**config.mk**
```make
export PLATFORM = sky130hd
export DESIGN_NAME = wash_seq
export DESIGN_NICKNAME = d
export VERILOG_FILES = /design/src/rtl/wash_pkg.sv /design/src/rtl/wash_seq_seg_scan4.sv /design/src/rtl/wash_seq.sv
export SDC_FILE = /design/constraint.sdc
export NUM_CORES = 1
export LEC_CHECK = 0
export ABC_AREA = 1
export ABC_CLOCK_PERIOD_IN_PS = 1850
export BUFFER_PORTS_ARGS = -buffer_cell sky130_fd_sc_hd__clkbuf_2
export CORE_MARGIN = 3
export CORE_UTILIZATION = 31
export CTS_CLUSTER_SIZE = 20
export DETAILED_ROUTE_END_ITERATION = 7
export GPL_TIMING_DRIVEN = 1
export MAX_ROUTING_LAYER = met4
export SYNTH_ARGS = -nofsm -noshare
export SYNTH_HDL_FRONTEND = slang
export SYNTH_SLANG_ARGS = --single-unit
export TNS_END_PERCENT = 30
```
**constraint.sdc**
```tcl
create_clock -name clk -period 1.85 [get_ports clk]
set_input_delay 0.185 -clock clk [delete_from_list [all_inputs] [get_ports clk]]
set_output_delay 0.185 -clock clk [all_outputs]
set_load 0.005 [all_outputs]
```
**src/rtl/wash_pkg.sv**
```systemverilog
// Shared phase type, per-mode timing/level tables and 7-segment decode for wash_seq.
package wash_pkg;

  typedef enum logic [3:0] {
    IDLE   = 4'd0,
    FILL   = 4'd1,
    WASH   = 4'd2,
    DRAIN  = 4'd3,
    RFILL  = 4'd4,
    RINSE  = 4'd5,
    RDRAIN = 4'd6,
    SPIN   = 4'd7,
    DONE   = 4'd8
  } phase_t;

  localparam int unsigned SEC_W = 4;
  localparam int unsigned LVL_W = 8;
  localparam logic [3:0]  BLANK_CODE = 4'hF;

  // Indexed by mode: 0=dry-only, 1=small, 2=medium, 3=big.
  localparam logic [3:0][SEC_W-1:0] LEVEL_S = {4'd8,  4'd5, 4'd3, 4'd0};
  localparam logic [3:0][SEC_W-1:0] WASH_S  = {4'd12, 4'd9, 4'd6, 4'd0};
  localparam logic [3:0][SEC_W-1:0] RINSE_S = {4'd8,  4'd6, 4'd4, 4'd0};
  localparam logic [3:0][SEC_W-1:0] SPIN_S  = {4'd8,  4'd6, 4'd4, 4'd5};

  function automatic logic [SEC_W-1:0] phase_secs(input phase_t p, input logic [1:0] m);
    case (p)
      FILL, DRAIN, RFILL, RDRAIN: phase_secs = LEVEL_S[m];
      WASH:                       phase_secs = WASH_S[m];
      RINSE:                      phase_secs = RINSE_S[m];
      SPIN:                       phase_secs = SPIN_S[m];
      default:                    phase_secs = '0;
    endcase
  endfunction

  // First phase at or after start with a non-zero duration; DONE if none remain.
  function automatic phase_t first_live(input phase_t start, input logic [1:0] m);
    first_live = DONE;
    for (int i = int'(SPIN); i >= int'(FILL); i--) begin
      if ((4'(i) >= 4'(start)) && (phase_secs(phase_t'(4'(i)), m) != '0)) begin
        first_live = phase_t'(4'(i));
      end
    end
  endfunction

  function automatic logic [7:0] phase_light(input phase_t p);
    if (p == IDLE) phase_light = '0;
    else           phase_light = 8'(1) << (4'(p) - 4'd1);
  endfunction

  // Segments {dp,g,f,e,d,c,b,a}; anything above 9 renders blank.
  function automatic logic [7:0] seg7(input logic [3:0] d);
    case (d)
      4'd0:    seg7 = 8'h3F;
      4'd1:    seg7 = 8'h06;
      4'd2:    seg7 = 8'h5B;
      4'd3:    seg7 = 8'h4F;
      4'd4:    seg7 = 8'h66;
      4'd5:    seg7 = 8'h6D;
      4'd6:    seg7 = 8'h7D;
      4'd7:    seg7 = 8'h07;
      4'd8:    seg7 = 8'h7F;
      4'd9:    seg7 = 8'h6F;
      default: seg7 = 8'h00;
    endcase
  endfunction

endpackage

```
**src/rtl/wash_seq_seg_scan4.sv**
```systemverilog
// Four-digit 7-segment multiplexer: rotates digits 3,2,1,0 every SCAN_DIV cycles.
module seg_scan4
  import wash_pkg::*;
#(
  parameter int unsigned SCAN_DIV = 100000
) (
  input  logic       clk,
  input  logic       rst,
  input  logic       clr,
  input  logic       en,
  input  logic [3:0] dig3,
  input  logic [3:0] dig2,
  input  logic [3:0] dig1,
  input  logic [3:0] dig0,
  output logic [7:0] led,
  output logic [3:0] ena
);

  localparam int unsigned CNT_W = (SCAN_DIV > 1) ? $clog2(SCAN_DIV) : 1;
  localparam logic [CNT_W-1:0] CNT_LAST = CNT_W'(SCAN_DIV - 1);

  logic [CNT_W-1:0] cnt_q, cnt_d;
  logic [1:0]       slot_q, slot_d;
  logic [7:0]       led_q, led_d;
  logic [3:0]       ena_q, ena_d;
  logic [3:0]       code_c;

  always_comb begin
    cnt_d  = cnt_q;
    slot_d = slot_q;
    led_d  = '0;
    ena_d  = '0;
    code_c = BLANK_CODE;
    if (clr || !en) begin
      cnt_d  = '0;
      slot_d = '0;
    end else begin
      // Slot 0 drives the leftmost digit.
      case (slot_q)
        2'd0:    begin code_c = dig3; ena_d = 4'b1000; end
        2'd1:    begin code_c = dig2; ena_d = 4'b0100; end
        2'd2:    begin code_c = dig1; ena_d = 4'b0010; end
        default: begin code_c = dig0; ena_d = 4'b0001; end
      endcase
      led_d = seg7(code_c);
      if (cnt_q == CNT_LAST) begin
        cnt_d  = '0;
        slot_d = slot_q + 2'd1;
      end else begin
        cnt_d = cnt_q + CNT_W'(1);
      end
    end
  end

  always_ff @(posedge clk) begin
    if (rst) begin
      cnt_q  <= '0;
      slot_q <= '0;
      led_q  <= '0;
      ena_q  <= '0;
    end else begin
      cnt_q  <= cnt_d;
      slot_q <= slot_d;
      led_q  <= led_d;
      ena_q  <= ena_d;
    end
  end

  assign led = led_q;
  assign ena = ena_q;

endmodule

```
**src/rtl/wash_seq.sv**
```systemverilog
// Wash-phase sequencer: fill/wash/drain/rinse/spin timed on a 1 s tick, drives lights and display.
// Build with WASH_SEQ_PAUSE_EN to let m_pos pause/resume a running phase.
module wash_seq
  import wash_pkg::*;
#(
  parameter int unsigned TICKS_PER_SEC = 100000000,
  parameter int unsigned SCAN_DIV      = 100000
) (
  input  logic       clk,
  input  logic       rst,
  input  logic       on,
  input  logic [1:0] mode,
  input  logic       m_pos,
  output logic [7:0] led,
  output logic [3:0] ena,
  output logic [7:0] st_light,
  output logic [7:0] wt_light,
  output logic       next
);

  localparam int unsigned TICK_W = (TICKS_PER_SEC > 1) ? $clog2(TICKS_PER_SEC) : 1;
  localparam logic [TICK_W-1:0] TICK_LAST = TICK_W'(TICKS_PER_SEC - 1);

  phase_t             state_q, state_d;
  logic [1:0]         mode_q, mode_d;
  logic [TICK_W-1:0]  tick_q, tick_d;
  logic [SEC_W-1:0]   rem_q, rem_d;
  logic [LVL_W-1:0]   wt_q, wt_d;
  logic [7:0]         st_q, st_d;
  logic               next_q, next_d;
  logic               tick_c;
  logic               run_c;

`ifdef WASH_SEQ_PAUSE_EN
  logic               pause_q, pause_d;
  logic               blink_q, blink_d;
  logic [TICK_W-1:0]  frozen_q, frozen_d;
`else
  logic               unused_m_pos;
  assign unused_m_pos = m_pos;
`endif

  // Phase sequencing, tick timing and water-level thermometer.
  always_comb begin
    state_d = state_q;
    mode_d  = mode_q;
    tick_d  = tick_q;
    rem_d   = rem_q;
    wt_d    = wt_q;
    tick_c  = 1'b0;
    run_c   = 1'b1;
`ifdef WASH_SEQ_PAUSE_EN
    pause_d  = pause_q;
    blink_d  = blink_q;
    frozen_d = frozen_q;
    run_c    = !pause_q;
`endif
    if (!on) begin
      state_d = IDLE;
      tick_d  = '0;
      rem_d   = '0;
      wt_d    = '0;
`ifdef WASH_SEQ_PAUSE_EN
      pause_d  = 1'b0;
      blink_d  = 1'b0;
      frozen_d = '0;
`endif
    end else begin
      case (state_q)
        IDLE: begin
          mode_d  = mode;
          state_d = first_live(FILL, mode);
          tick_d  = '0;
          rem_d   = phase_secs(state_d, mode);
          wt_d    = '0;
        end
        DONE: begin
          tick_d = '0;
        end
        default: begin
          tick_c = (tick_q == TICK_LAST);
          tick_d = tick_c ? '0 : tick_q + TICK_W'(1);
          if (run_c && tick_c) begin
            if (state_q == FILL || state_q == RFILL) begin
              wt_d = {wt_q[LVL_W-2:0], 1'b1};
            end else if (state_q == DRAIN || state_q == RDRAIN) begin
              wt_d = {1'b0, wt_q[LVL_W-1:1]};
            end
            rem_d = rem_q - SEC_W'(1);
            if (rem_q == SEC_W'(1)) begin
              state_d = first_live(phase_t'(4'(state_q) + 4'd1), mode_q);
              tick_d  = '0;
              rem_d   = phase_secs(state_d, mode_q);
            end
          end
`ifdef WASH_SEQ_PAUSE_EN
          // While paused the tick counter only paces the blink; the fine count is parked.
          if (pause_q) begin
            if (tick_c) blink_d = !blink_q;
            if (m_pos) begin
              pause_d = 1'b0;
              blink_d = 1'b0;
              tick_d  = frozen_q;
            end
          end else if (m_pos && state_d != DONE) begin
            pause_d  = 1'b1;
            blink_d  = 1'b0;
            frozen_d = tick_d;
          end
`endif
        end
      endcase
    end
    if (state_d == DONE) wt_d = '0;
    st_d = phase_light(state_d);
`ifdef WASH_SEQ_PAUSE_EN
    if (pause_d && blink_d) st_d = '0;
`endif
    next_d = (state_d == DONE);
  end

  always_ff @(posedge clk) begin
    if (rst) begin
      state_q <= IDLE;
      mode_q  <= '0;
      tick_q  <= '0;
      rem_q   <= '0;
      wt_q    <= '0;
      st_q    <= '0;
      next_q  <= 1'b0;
    end else begin
      state_q <= state_d;
      mode_q  <= mode_d;
      tick_q  <= tick_d;
      rem_q   <= rem_d;
      wt_q    <= wt_d;
      st_q    <= st_d;
      next_q  <= next_d;
    end
  end

`ifdef WASH_SEQ_PAUSE_EN
  always_ff @(posedge clk) begin
    if (rst) begin
      pause_q  <= 1'b0;
      blink_q  <= 1'b0;
      frozen_q <= '0;
    end else begin
      pause_q  <= pause_d;
      blink_q  <= blink_d;
      frozen_q <= frozen_d;
    end
  end
`endif

  // Digit 3 shows the phase code (enum value), digit 2 blank, digits 1:0 remaining seconds.
  seg_scan4 #(
    .SCAN_DIV(SCAN_DIV)
  ) u_scan (
    .clk  (clk),
    .rst  (rst),
    .clr  (!on),
    .en   (state_q != IDLE),
    .dig3 (4'(state_q)),
    .dig2 (BLANK_CODE),
    .dig1 (4'(rem_q / SEC_W'(10))),
    .dig0 (4'(rem_q % SEC_W'(10))),
    .led  (led),
    .ena  (ena)
  );

  assign st_light = st_q;
  assign wt_light = wt_q;
  assign next     = next_q;

endmodule
```
# Word level (Yosys, flattened, before mapping)
# Memories as Yosys holds them, arrays and structs flattened. A register that Yosys moved wholly into a read port is not among the register bits.
# Index checks and enable logic that the tools add are counted.
[word_totals]
rom_bits = 112
reg_bits = 85
input_bits = 6
mem_count = 1
out_inout_bits = 29
[op_classes]
order_cmp = 9
n_eq_ne = 25
div = 2
n_reduce_logical = 38
n_bitwise = 2
add_sub_neg = 6
shifts = 1
muxes = 76
[mem_list]
columns = ["name", "depth", "width", "read_ports", "rd_ports_with_merged_regs", "write_ports", "line_no", "text"]
rows = [
  ["(name not given)", 16, 7, 1, 1, 0, "wash_pkg.sv:53", "case (d)"],
]
[op_table]
columns = ["cell", "count"]
rows = [
  ["two-way mux 4 bit", 55],
  ["two-way mux 27 bit", 3],
  ["binary-select mux 4 bit (select 2 bit)", 8],
  ["== test 4 x 3 -> 1 bit, second input constant", 10],
  ["nonzero test 4 bit", 9],
  ["one-hot mux 4 bit (4 select lines)", 2],
  ["adder 27 x 1 -> 27 bit, second input constant", 1],
  ["== test 27 bit, second input constant", 1],
  ["two-way mux 8 bit", 3],
  ["one-hot mux 4 bit (3 select lines)", 2],
  ["== test 4 x 2 -> 1 bit, second input constant", 5],
  ["adder 17 x 1 -> 17 bit, second input constant", 1],
  ["== test 17 bit, second input constant", 1],
  ["== test 4 x 1 -> 1 bit, second input constant", 4],
  [">= comparator 3 x 4 -> 1 bit, first input constant", 4],
  ["one-hot mux 4 bit (2 select lines)", 2],
  ["one-hot mux 8 bit (2 select lines)", 1],
  ["OR reduction 4 bit", 3],
  ["== test 4 bit, second input constant", 2],
  [">= comparator 2 x 4 -> 1 bit, first input constant", 2],
  ["logical NOT 4 bit", 2],
  ["OR reduction 2 bit", 4],
  ["<< shifter 1 x 4 -> 8 bit, first input constant", 1],
  ["subtractor 4 x 1 -> 4 bit, second input constant", 2],
  ["other kinds (18)", 31],
]

# Depth between registers and ports, before layout
[logic_depth]
ltp_word = 25
ltp_mapped = 19
mapped_depth_nobuf = 19

# By module
# A second synthesis with hierarchy kept.
[unflattened]
cells_unflattened = 697
hier_area_um2 = 4986.0
[modules_own_cells]
columns = ["module", "n_inst", "cells_each", "seq_area_each_um2", "area_per_inst_um2"]
rows = [
  ["wash_seq", 1, 464, 1081.0, 3295.7],
  ["seg_scan4", 1, 233, 600.6, 1690.4],
]

# Worst setup path after synthesis
# No wires, ideal clock.
[synth_timing]
kind = "reg-to-reg"
from = "register state_q[1]"
to = "register wt_q[1] (netlist: wt_light[1])"
slack_ns = -0.093
path_stages_with_launch = 15
n_path_buf = 0
t_arrival_ns = 1.822
required_time_ns = 1.730
setup_time_ns = 0.120
period_less_slack_ns = 1.943
path_cell_list = "dfxtp_1 -> inv_1 -> ha_1 -> nor2_1 -> nand3_1 -> nand2_1 -> nand2_1 -> nand2_1 -> nand2_1 -> nor2_1 -> o21ai_2 -> nor2_1 -> nand2_4 -> nand2_4 -> a21oi_2"
[synth_between]
elab_chain_len = 20
word_cells_on_any_way = 47
cone_classes = "1 x add/sub; 7 x order compare; 6 x eq/ne; 18 x mux; 1 x bitwise; 14 x reduce/logical"
[synth_lines]
columns = ["element", "line_no", "text"]
rows = [
  ["start: declaration", "wash_seq.sv:24", "phase_t state_q, state_d;"],
  ["start signal: assignment", "wash_seq.sv:132", "state_q <= state_d;"],
  ["adder 4 x 1 -> 4 bit", "wash_seq.sv:91", "state_d = first_live(phase_t'(4'(state_q) + 4'd1), mode_q);"],
  [">= comparator 3 x 4 -> 1 bit", "wash_pkg.sv:40", "if ((4'(i) >= 4'(start)) && (phase_secs(phase_t'(4'(i)), m) != '0)) begin"],
  ["logical AND 1 bit", "wash_pkg.sv:40", ""],
  ["two-way mux 4 bit (7 in a row)", "wash_pkg.sv:40", ""],
  ["two-way mux 4 bit", "wash_seq.sv:90", "if (rem_q == SEC_W'(1)) begin"],
  ["two-way mux 4 bit", "wash_seq.sv:83", "if (run_c && tick_c) begin"],
  ["two-way mux 4 bit", "wash_seq.sv:69", "case (state_q)"],
  ["two-way mux 4 bit", "wash_seq.sv:58", "if (!on) begin"],
  ["two-way mux 4 bit", "wash_seq.sv:90", ""],
  ["two-way mux 4 bit", "wash_seq.sv:83", ""],
  ["one-hot mux 4 bit (2 select lines)", "wash_seq.sv:69", ""],
  ["two-way mux 4 bit", "wash_seq.sv:58", ""],
  ["== test 4 bit", "wash_seq.sv:114", "if (state_d == DONE) wt_d = '0;"],
  ["OR reduction 3 bit (no source line)", "n/a", ""],
  ["end signal: assignment", "wash_seq.sv:136", "wt_q <= wt_d;"],
  ["end: declaration", "wash_seq.sv:28", "logic [LVL_W-1:0] wt_q, wt_d;"],
]
# Several ways; a longest one is shown, not always the timed one. The select of a mux whose other input is x is not followed.
# A chain may end at the register's enable or synchronous reset.

# Worst setup path in the final report
[layout_timing]
from = "register tick_q[1]"
to = "register tick_q[22]"
[layout_between]
elab_chain_len = 4
word_cells_on_any_way = 5
cone_classes = "1 x add/sub; 1 x eq/ne; 3 x mux"
[layout_lines]
columns = ["element", "line_no", "text"]
rows = [
  ["start: declaration", "wash_seq.sv:26", "logic [TICK_W-1:0] tick_q, tick_d;"],
  ["start signal: assignment", "wash_seq.sv:134", "tick_q <= tick_d;"],
  ["adder 27 x 1 -> 27 bit or == test 27 bit (tied branches)", "wash_seq.sv:82, wash_seq.sv:81", ""],
  ["two-way mux 27 bit", "wash_seq.sv:82", "tick_d = tick_c ? '0 : tick_q + TICK_W'(1);"],
  ["two-way mux 27 bit", "wash_seq.sv:90", ""],
  ["two-way mux 27 bit *", "wash_seq.sv:83", ""],
]
# Every way passes the cells marked *; elsewhere a longest branch is shown, timed or not.

==> flow_summary.ini <==
[global_route]
grt_pass1_wl_um = 18800
antenna_found_initial = 0
grt_pass1_vias = 4249
overflow = 0
grt_start_max_net_pins = 17
grt_use_total_pct = 14.1

[synthesis]
synth_seq_cells = 84
netlist_instances = 657
synth-main-ff-cell = dfxtp_1
synth.distinct_cells = 46
synth_warnings = 0
synth_area_um2 = 4690
syn-num-nets = 691
ys_async_sr_fraction_pct = 0
synth_edf_count = 0
yosysSeqAreaShare_pct = 35.8
syn_area_per_cell_um2 = 7.15

[detailed_routing]
viasPerCell = 4.61
vias = 4636
wl_per_cell_um = 11.6
drtAntennaViolNets = 0
wl_um = 11600
dr.pass1.iters = 6
route.detailed.drc = 0
drt-initial-drc-count = 211

[status]
status = complete, but fails checks
violations = negative setup slack

[setup_path]
worstSetupEndpointType = flop
cp_top_family = simple AND/OR/NAND/NOR gates
critPathBufInv = 2
cp_max_fo = 4
crit_top_cell = nor2_4
cp_slowest_cell = dfxtp_4
rrSetupSlack_ns = -0.24
r2r-end = tick_q[22]
reg2regPathDepth = 14
startpoint = tick_q[1]
cp-endpoint = tick_q[22]
critical_path_arrival_ns = 2.31
crit_path_start_kind = flop
cp_slowest_stage_delay_ns = 0.37
required_ns = 2.07
worstReg2RegStart = tick_q[1]
cp_cell_sequence = ha_4 > nand2_4 > nor2_4 > nand3_2 > nor2_4 > inv_2 > nor2_4 > nand4_1 > nor2_2 > nand2_1 > inv_2 > nand2_2 > o21ai_2 > a21oi_2
path_class = flop to flop
path_depth = 14

[pwr]
leakagePower_nw = 2.88
ir_worst_vdd_uv = 451
p_per_area_nw_per_um2 = 725

[cts]
clockBufferDepth = 2
cts_sinks = 84
cts_buffers = 9
cts_tree = built
root_buffer = clkbuf_16
cts_max_level = 3
insertion_delay_ns = 0.33
clk_pin_slew_worst_paths_ns = 0.06
cts_hold_buf = 0

[die]
coreArea_um2 = 14700
rows = 44
die_width_um = 129
fp.dieH_um = 129
start_util_pct = 31.9
die_area_um2 = 16700
pin_count = 35

[finish]
final_cells = 1005
antenna_cells = 0
ff_latch_area_um2 = 1700
multi_input_area_um2 = 3020
area_delta_synth_final_pct = 44.4
fill_cells = 1428
drive_gt1_share_pct = 40.0
final_nets = 851

[timing]
final.setup.worst_slack_ns = -0.244
finalSetupViolCount = 34
period_needed_ns = 2.09
finalCritPeriodShare_pct = 113
maxSlewViolCount = 0
skew_ns = 0.00758
rsz0062_at_grt = yes
max_freq_mhz = 478
hold_viol_final = 0

[min_path]
min_path_type = input port to flop

[placement]
dp_slack_ns = -0.235
dp.cells = 974
place.gp.congestion = 0.815
port_buffers = 32
hpwl_um = 8540

[run]
max-cap-violations = 0
## repair_timing
action | 4_1_cts | 5_1_grt
resized for setup | 50 | 88
pin swaps | 13 | 40
endpoints found under the setup margin | 38 | 53
setup buffers | 8 | 8
## cells by family after synthesis
family / share of synthesized area [%]
xor gates and xnor gates: 1.49
AOI/OAI and AO/OA: 13.6
buffers and inverters: 9.25
DFF: 35.8
and+or+nand+nor: 32.3
adders and majority gates: 7.46
other: 0.0799
## sequential cells by signal, summed over array words and instances, names as in the netlist
register       cells
u_scan.slot_q      2
next               1
u_scan.cnt_q      17
st_light           8
u_scan.led         7
wt_light           8
tick_q            27
rem_q              4
state_q            4
mode_q             2
u_scan.ena         4
## worst reg2reg max path, delay by kind of cell (launching register included)
kind / cells / cell delay, ns
buf+inv: 2 / 0.17
simple gates: 9 / 1.11
flops: 1 / 0.37
fa+ha+maj: 1 / 0.15
compound gates: 2 / 0.19
## layout make-up
type	count	share of cell area [%]
multi-input combinational	461	44.6
sequential	84	25.1
timing repair buffer	156	16.5
inverter	105	5.85
clock buffer	12	3.95
tap	184	3.40
clock inverter	3	0.646
## worst min-delay path by stage
stage,startpoint,endpoint,depth (start not counted)
after floorplan,on,mode_q[0],1
after global placement,u_scan.cnt_q[3],u_scan.cnt_q[3],2
final,on,mode_q[0],2
after CTS,on,mode_q[0],2
after global routing,on,mode_q[0],2
after detailed placement,u_scan.cnt_q[3],u_scan.cnt_q[3],2
## per-stage QoR
stage          total power [W]  area, um2  setup TNS (ns)  hold slack [ns]  util [%]
4_1_cts                0.00485       6410           -3.54            0.125      43.6
5_1_grt                0.00517       6780          -12.03            0.163      46.1
3_5_place_dp           0.00288       5880           -5.75            0.476      40.0
3_3_place_gp           0.00288       5880           -4.73            0.455      40.0
2_1_floorplan          0.00251       4710               0            0.289         -
6_report               0.00492       6780           -5.40            0.154      46.1
## metal layers
| metal | routed length [um] | share of wire [%] | global-route usage, % | up-vias |
|---|---|---|---|---|
| met5 | 0 | 0 | - | - |
| met4 | 184 | 1.6 | 4.63 | 0 |
| met3 | 325 | 2.8 | 2.35 | 14 |
| met2 | 5480 | 47 | 22.3 | 55 |
| met1 | 5650 | 49 | 18.5 | 2120 |
| li1 | - | - | - | 2447 |
## synth_stat cells, types with 2 or more instances
| cell | instances | share of area [%] |
|---|---|---|
| nand2_1 | 125 | 10 |
| inv_1 | 97 | 7.8 |
| dfxtp_1 | 84 | 36 |
| nor2_1 | 83 | 6.6 |
| a21oi_1 | 41 | 4.4 |
| ha_1 | 28 | 7.5 |
| nand3_1 | 28 | 3.0 |
| nor3_1 | 21 | 2.2 |
| o21ai_0 | 21 | 2.2 |
| nand4_1 | 12 | 1.6 |
| a21oi_2 | 9 | 1.7 |
| nand2_2 | 9 | 1.2 |
| nor3b_1 | 8 | 1.3 |
| inv_2 | 7 | 0.56 |
| nor2_2 | 7 | 0.93 |
| o21a_1 | 7 | 1.1 |
| a31oi_1 | 5 | 0.67 |
| o2111ai_1 | 5 | 0.93 |
| or2_2 | 5 | 0.67 |
| xor2_1 | 5 | 0.93 |
| nand2_4 | 4 | 0.96 |
| nand3_2 | 4 | 0.85 |
| nor3_2 | 4 | 0.85 |
| nor4_1 | 4 | 0.53 |
| buf_4 | 3 | 0.48 |
| o211ai_1 | 3 | 0.48 |
| xnor2_1 | 3 | 0.56 |
| a22oi_1 | 2 | 0.32 |
| and3_1 | 2 | 0.27 |
| buf_2 | 2 | 0.21 |
| clkbuf_1 | 2 | 0.16 |
| nor2_4 | 2 | 0.48 |
| o21ai_2 | 2 | 0.37 |
## layout by cell type, fill, tap and decap left out, types with 3 or more instances in the layout
cell type / Yosys / final
dfxtp_4: 0 / 4
nor3_1: 21 / 19
nand2_1: 125 / 103
nand2_4: 4 / 8
ha_1: 28 / 19
xor2_1: 5 / 5
nor3_2: 4 / 3
o21ai_1: 1 / 4
a31oi_1: 5 / 4
xnor2_1: 3 / 3
nor2_1: 83 / 65
buf_6: 0 / 4
o211ai_1: 3 / 3
clkbuf_16: 0 / 10
nand4_1: 12 / 12
o21ai_0: 21 / 16
nand3_2: 4 / 13
ha_4: 0 / 3
o2111ai_1: 5 / 5
clkbuf_2: 0 / 32
a21oi_2: 9 / 16
o21a_1: 7 / 6
buf_4: 3 / 119
dfxtp_1: 84 / 76
nor3b_1: 8 / 8
nand3_1: 28 / 17
nor2_2: 7 / 13
a21oi_1: 41 / 34
nand2_2: 9 / 26
inv_2: 7 / 22
or2_2: 5 / 5
ha_2: 0 / 6
nor2_4: 2 / 14
inv_1: 97 / 82
nor3_4: 0 / 3
dfxtp_2: 0 / 4
## where the power goes
| part | leakage, nW | internal (W) | switching [W] |
|---|---|---|---|
| Combinational | 2.05 | 0.000500 | 0.000676 |
| Clock | 0.154 | 0.00116 | 0.000700 |
| Sequential | 0.684 | 0.00185 | 0.0000341 |
| Total | 2.88 | 0.00351 | 0.00141 |
Power figures use the tool's default switching activity.
